**src/rtl/satd_block_loader.sv**
```systemverilog
// Row loader for the SATD block interface. Rows are collected into a fill buffer, and each
// complete block is copied as a whole into a presented buffer that stays stable until released.
module satd_block_loader #(
    parameter  int unsigned WIDTH      = 8,
    parameter  int unsigned NUM_INPUTS = 8,
    parameter  int unsigned ITERATIONS = 7,
    localparam int unsigned ROW_W      = WIDTH * NUM_INPUTS,
    localparam int unsigned ROWS       = ITERATIONS + 1,
    localparam int unsigned BLK_W      = ROW_W * ROWS,
    localparam int unsigned IDX_W      = (ROWS > 1) ? $clog2(ROWS) : 1
) (
    input  logic               clk,
    input  logic               rst,
    input  logic               in_valid,
    output logic               in_ready,
    input  logic [ROW_W-1:0]   in_org,
    input  logic [ROW_W-1:0]   in_cur,
    output logic               blk_valid,
    input  logic               blk_ready,
    output logic [BLK_W-1:0]   ORG,
    output logic [BLK_W-1:0]   CUR,
    output logic [IDX_W-1:0]   row_idx,
    output logic [15:0]        blk_count
);

    typedef enum logic {
        FILL      = 1'b0,
        WAIT_SWAP = 1'b1
    } state_e;

    state_e                      state_q, state_d;
    logic                        in_ready_q, in_ready_d;
    logic [IDX_W-1:0]            row_idx_q, row_idx_d;
    logic [ROWS-1:0][ROW_W-1:0]  fill_org_q, fill_org_d;
    logic [ROWS-1:0][ROW_W-1:0]  fill_cur_q, fill_cur_d;
    logic [BLK_W-1:0]            org_q, org_d;
    logic [BLK_W-1:0]            cur_q, cur_d;
    logic                        blk_valid_q, blk_valid_d;
    logic [15:0]                 blk_count_q, blk_count_d;

    logic accept;
    logic last_row;
    logic slot_free;
    logic swap;

    assign accept    = in_valid && in_ready_q;
    assign last_row  = (row_idx_q == IDX_W'(ITERATIONS));
    // A release seen on the same edge frees the presented slot for an immediate swap.
    assign slot_free = !blk_valid_q || blk_ready;

    always_ff @(posedge clk) begin
        if (rst) begin
            state_q     <= FILL;
            in_ready_q  <= 1'b1;
            row_idx_q   <= '0;
            fill_org_q  <= '0;
            fill_cur_q  <= '0;
            org_q       <= '0;
            cur_q       <= '0;
            blk_valid_q <= 1'b0;
            blk_count_q <= '0;
        end else begin
            state_q     <= state_d;
            in_ready_q  <= in_ready_d;
            row_idx_q   <= row_idx_d;
            fill_org_q  <= fill_org_d;
            fill_cur_q  <= fill_cur_d;
            org_q       <= org_d;
            cur_q       <= cur_d;
            blk_valid_q <= blk_valid_d;
            blk_count_q <= blk_count_d;
        end
    end

    always_comb begin
        state_d     = state_q;
        row_idx_d   = row_idx_q;
        fill_org_d  = fill_org_q;
        fill_cur_d  = fill_cur_q;
        org_d       = org_q;
        cur_d       = cur_q;
        blk_valid_d = blk_valid_q;
        blk_count_d = blk_count_q;
        swap        = 1'b0;

        if (accept) begin
            fill_org_d[row_idx_q] = in_org;
            fill_cur_d[row_idx_q] = in_cur;
            row_idx_d = last_row ? '0 : row_idx_q + IDX_W'(1);
        end

        case (state_q)
            FILL: begin
                if (accept && last_row) begin
                    if (slot_free) swap = 1'b1;
                    else           state_d = WAIT_SWAP;
                end
            end
            WAIT_SWAP: begin
                if (slot_free) begin
                    swap    = 1'b1;
                    state_d = FILL;
                end
            end
            default: state_d = FILL;
        endcase

        // Swap copies the updated fill buffer so the completing row is not lost.
        if (swap) begin
            org_d       = fill_org_d;
            cur_d       = fill_cur_d;
            blk_valid_d = 1'b1;
            blk_count_d = blk_count_q + 16'd1;
        end else if (blk_valid_q && blk_ready) begin
            blk_valid_d = 1'b0;
        end

        in_ready_d = (state_d == FILL);
    end

    assign in_ready  = in_ready_q;
    assign row_idx   = row_idx_q;
    assign ORG       = org_q;
    assign CUR       = cur_q;
    assign blk_valid = blk_valid_q;
    assign blk_count = blk_count_q;

endmodule

```
**config.mk**
```make
export PLATFORM = sky130hd
export DESIGN_NAME = satd_block_loader
export DESIGN_NICKNAME = d
export VERILOG_FILES = /design/src/rtl/satd_block_loader.sv
export SDC_FILE = /design/constraint.sdc
export NUM_CORES = 2
export LEC_CHECK = 0
export ABC_AREA = 1
export CAP_MARGIN = 20
export CORE_MARGIN = 4
export CORE_UTILIZATION = 25
export DETAILED_ROUTE_END_ITERATION = 6
export PLACE_DENSITY = 0.41
export SLEW_MARGIN = 30
export SYNTH_ARGS = -nofsm -noshare
export SYNTH_HDL_FRONTEND = slang
export SYNTH_SLANG_ARGS = --single-unit
```
**constraint.sdc**
```tcl
create_clock -name clk -period 3.1 [get_ports clk]
set_clock_uncertainty 0.2 [all_clocks]
set_input_delay 0.775 -clock clk [delete_from_list [all_inputs] [get_ports clk]]
set_output_delay 0.775 -clock clk [all_outputs]
set_load 0.03 [all_outputs]
```
==> After elaboration in Yosys (flattened, before gate mapping) <==
Cells that the tools add are included.
{ "classes": {"reduce_logical": 7, "n_eq_ne": 1, "n_bitwise": 2, "mux": 15, "magnitude_cmp": 2, "addsub": 2} }
{ "op_table": {"columns": ["op", "n"], "rows": [
  ["512-bit bitwise mux", 2],
  ["512-bit two-way mux", 2],
  ["64-bit demux with 3-bit select", 1],
  ["64-bit two-way mux", 1],
  ["16-bit by 1-bit adder with 16-bit output (second input constant)", 1],
  ["1-bit two-way mux", 6],
  ["1-bit logical AND", 4],
  ["3-bit by 4-bit < comparator with 1-bit output (second input constant)", 1],
  ["1-bit one-hot mux with 2 select lines", 2],
  ["3-bit by 1-bit adder with 3-bit output (second input constant)", 1],
  ["3-bit equality test (second input constant)", 1],
  ["3-bit by 1-bit greater-or-equal comparator with 1-bit output (second input constant)", 1],
  ["3-bit two-way mux", 1],
  ["1-bit NOT", 2],
  ["2-bit nonzero test", 1],
  ["1-bit zero test", 1],
  ["1-bit logical OR", 1]
]} }
{ "word_totals": {"input_bits": 132, "register_bits": 2070} }

==> Depth between registers and ports, before layout <==
{ "logic_depth": {"depth_word": 6, "mapped_depth": 14} }

==> Worst setup path after synthesis <==
OpenSTA, ideal clock, no wires.
{ "synth_path": {"path_type": "reg2reg", "from": "reg row_idx_q[1] (netlist: row_idx[1])", "to": "reg cur_q[378] (netlist: CUR[378])", "arrival_ns": 1.983, "required_time_ns": 2.791, "path_slack_ns": 0.808, "path_buffers": 4, "path_stages_with_launch": 14, "cell_sequence": "dfxtp_1 ha_1 ha_1 nand3_1 nand2_1 nand2_4 inv_2 buf_6 buf_6 buf_4 buf_2 nand3_1 nand2_1 inv_1"} }
{ "synth_between": {"elab_chain_cells": 6, "elab_cells_between_ends": 11, "cone_classes": "order compare: 2; eq/ne: 1; mux: 6; reduce/logical: 2"} }
{ "synth_lines": {"columns": ["element", "line", "text"], "rows": [
  ["from (decl)", "33", "logic [IDX_W-1:0] row_idx_q, row_idx_d;"],
  ["from (signal assigned)", "65", "row_idx_q <= row_idx_d;"],
  ["3-bit by 4-bit < comparator with 1-bit output (implied by the code) / 3-bit by 1-bit greater-or-equal comparator with 1-bit output (equally long branches)", "88", "fill_cur_d[row_idx_q] = in_cur;"],
  ["1-bit logical AND (implied by the code)", "88", null],
  ["64-bit two-way mux (implied by the code)", "88", null],
  ["64-bit demux with 3-bit select", "88", null],
  ["512-bit bitwise mux", "88", null],
  ["512-bit two-way mux", "86", "if (accept) begin"],
  ["to (signal assigned)", "69", "cur_q <= cur_d;"],
  ["to (decl)", "37", "logic [BLK_W-1:0] cur_q, cur_d;"]
]} }
Several ways; a longest one is shown, not always the timed one.
A chain may end at the register's enable or synchronous reset.

==> Worst setup path after layout <==
{ "layout_path": {"from": "reg cur_q[492] (netlist: CUR[492])", "to": "out CUR[492]"} }
{ "layout_lines": {"columns": ["element", "line", "text"], "rows": [
  ["to (decl)", "21", "output logic [BLK_W-1:0] CUR,"]
]} }
No word-level cell between the ends.

==> flow_summary.yaml <==
status:
  status: "completed"
setup_path:
  cp_max_fo: 5
  r2r.worst_path.cells: 9
  reg2reg_slack_ns: 0.56
  critPathLaunchType: "flop"
  worstPathArrival_ns: 2.10
  cp_top_family: "buffers and inverters"
  critical_path_required_ns: 2.12
  critical_path_depth: 1
  critical_path.max_stage_delay_ns: 0.74
  r2r-start: "row_idx[0]"
  cp_slowest_cell: "clkdlybuf4s50_1"
  crit_type: "reg -> out"
  endpoint_kind: "output pin"
  cp.buffers_inverters: 1
  cp-startpoint: "CUR[492]"
  cp_cell_sequence: "clkdlybuf4s50_1"
  timing.rr.end: "CUR[223]"
finish:
  multi_input_area_mm2: 0.0286
  synthToLayoutAreaGrowth_pct: 36.4
  drive_gt1_frac: 0.0871
  seqCellArea_mm2: 0.0414
  fill_cells: 31200
  nNetsFinal: 11100
  fin_area_mm2: 0.102
  final-instance-count-excl-fill: 15100
  finish.utilization: 0.343
clock_tree:
  cts_inserted_buffers: 238
  clockRootBuffer: "clkbuf_16"
  clock_sinks: 2070
  clk_latency_ns: 0.90
  tritoncts: "done"
  cts_buffer_depth: 4
  htreeDepth: 4
  path_clk_slew_ns: 0.06
synthesis:
  synth-xor-area-share: 0
  seq_area_frac_synth: 0.553
  synthSimpleGateAreaFrac: 0.232
  syn_area_mm2: 0.0750
  synth_nets: 9830
  synth_fa_ha_area_frac: 0.000501
  synth_edf_count: 0
  ys.flop_type: "dfxtp_1"
  muxShareOfSynthArea: 0
  postSynthCellCount: 9695
  ys_types: 24
  ys_ff_latch: 2070
  synth_top_family_by_area: "simple AND/OR/NAND/NOR gates"
  synth_warnings: 0
  synth-compound-area-share: 0.147
  synthArstFlopShare: 0
  avgSynthCellArea_um2: 7.73
global_route:
  track_usage: 0.213
  grt_pass1_wl_mm: 488
  grt_max_degree: 151
  antenna_found_initial: 39
  grt_pass1_vias: 65700
  overflow: 0
job:
  cap_violations: 0
floorplan:
  num_rows: 200
  die_area_mm2: 0.309
  start_util: 0.252
  fp.coreArea_mm2: 0.298
  die-height_um: 556
  ios: 1177
  die_w_um: 556
routing:
  route.detailed.drc: 0
  drtIter0Drc: 5208
  routedWlPerCell_um: 22.9
  via_per_inst: 4.61
  firstDrtPassIters: 6
  dr_total_vias: 69600
  drt-total-wl_mm: 345
  ant_nets: 0
worst_hold_path:
  hold_end: "fill_cur_q[180]"
  min_delay_path_depth: 2
  min_from: "fill_cur_q[180]"
  hold_path_class: "reg -> reg"
power:
  p_per_area_mw_per_mm2: 587
  power_leakage_nw: 43.7
  ir_drop_v: 0.000458
sta:
  maxSlewHeadroom: 0.342
  rsz0062_at_grt: "false"
  worst_slew_pin_slew_ns: 0.986
  period_minus_slack_ns: 3.07
  min_period_over_period: 0.991
  setup_viol: 0
  hold_viol_final: 0
  final-max-slew-violation-count: 0
  fmax_ghz: 0.326
placement:
  io_buffers: 1176
  post-dp-hpwl_mm: 240
  post_dp_cell_area_mm2: 0.0946
  placed_cells: 14600
  globalplace.congestion: 0.841
-- cells in the mapped netlist (2+ instances only) --
master	count	area share
a21boi_0	4	0.00040
a21oi_1	783	0.052
a22oi_1	256	0.026
and2_1	256	0.021
buf_1	41	0.0021
buf_2	209	0.014
buf_4	31	0.0031
buf_6	11	0.0017
clkbuf_1	402	0.020
clkbuf_2	2	0.00013
dfxtp_1	2070	0.55
ha_1	3	0.00050
inv_1	532	0.027
inv_2	4	0.00020
nand2_1	1831	0.092
nand3_1	272	0.018
nor2_1	1900	0.095
nor2_2	42	0.0035
nor2_4	12	0.0018
o21ai_0	978	0.065
o21ai_1	53	0.0035
-- cells by family (layout without fill, tap and decap cells) --
kind of cell               after synthesis  in the layout
other                                    0             17
AOI/OAI and AO/OA                     2074           2074
adders and majority gates                3              3
DFF                                   2070           2070
and+or+nand+nor                       4316           4316
buffers and inverters                 1232           2654
-- state kept, by name, summed over array words and instances, names as in the netlist --
signal	count
state_q	1
fill_org_q	512
row_idx	3
ORG	512
in_ready	1
fill_cur_q	512
CUR	512
blk_count	16
blk_valid	1
-- routing by layer --
metal	global-route usage	wire length (µm)	vias up
met3	0.0395	22000	403
met2	0.343	155000	2214
met5	0	39	-
met4	0.0575	9920	6
met1	0.292	158000	33400
li1	-	-	33600
-- report_power, final --
| group | internal (W) | switching, W |
|---|---|---|
| registers | 0.0270 | 0.000194 |
| logic | 0.00129 | 0.00272 |
| clock network | 0.0169 | 0.0119 |
| total | 0.0453 | 0.0148 |
-- cell type report --
type	count	share of cell area
flip-flops and latches	2070	0.405
diodes	17	0.000416
clock buffers	354	0.0680
clock inverters	70	0.00946
well taps	3939	0.0482
multi-input cells	6393	0.279
repair buffers	1694	0.169
inverters	536	0.0200
-- worst max path at each step --
stage	end	slack (ns)
CTS	CUR[332]	0.0001
finish	CUR[492]	0.03
global placement	ORG[60]	-0.40
floorplan	CUR[378]	0.81
detailed placement	fill_cur_q[44]	-0.41
global route	ORG[142]	0.002
-- repair_timing --
item | 4_1_cts | 5_1_grt
pin swaps | 0 | 0
resized for setup | 310 | 20
hold buffers | 0 | 0
setup buffers | 0 | 0
endpoints found under the setup margin | 304 | 20
-- worst min-delay path: stages, from the launching register on --
cell and delay [ns]:
dfxtp_1 0.29, nand2_1 0.07, a21oi_1 0.05
-- through the flow --
stage / hold slack, ns / setup slack, ns / setup TNS (ns) / power (W)
after global placement: 0.253 / -0.403 / -208.95 / 0.0319
after detailed placement: 0.259 / -0.415 / -221.14 / 0.0319
after CTS: 0.222 / 0.000134 / 0 / 0.0610
after floorplan: 0.247 / 0.808 / 0 / 0.0297
after global routing: 0.254 / 0.00185 / 0 / 0.0622
final: 0.265 / 0.0285 / 0 / 0.0601
-- placed cells by master (no fill, tap or decap), types with 2 or more instances in the layout --
cell type,instances
ha_1,3
o21ai_1,53
a22oi_1,256
dfxtp_2,6
o21ai_0,978
bufinv_16,18
clkbuf_8,54
nand2_1,1823
buf_4,365
clkinvlp_4,6
clkinv_4,3
inv_6,10
a21oi_1,783
clkbuf_16,239
nand2_8,2
a21boi_0,4
dfxtp_1,2064
nand2_4,8
inv_8,2
inv_16,3
buf_12,157
nor2_1,1895
clkbuf_1,61
clkinv_16,2
clkinv_8,2
dlygate4sd2_1,304
nand3_1,272
and2_1,256
nor2_2,43
diode_2,17
clkinv_2,30
nor2_4,16
dlymetal6s2s_1,20
clkdlybuf4s50_1,847
inv_1,529
Note: power is estimated with default switching activity, not from simulation.
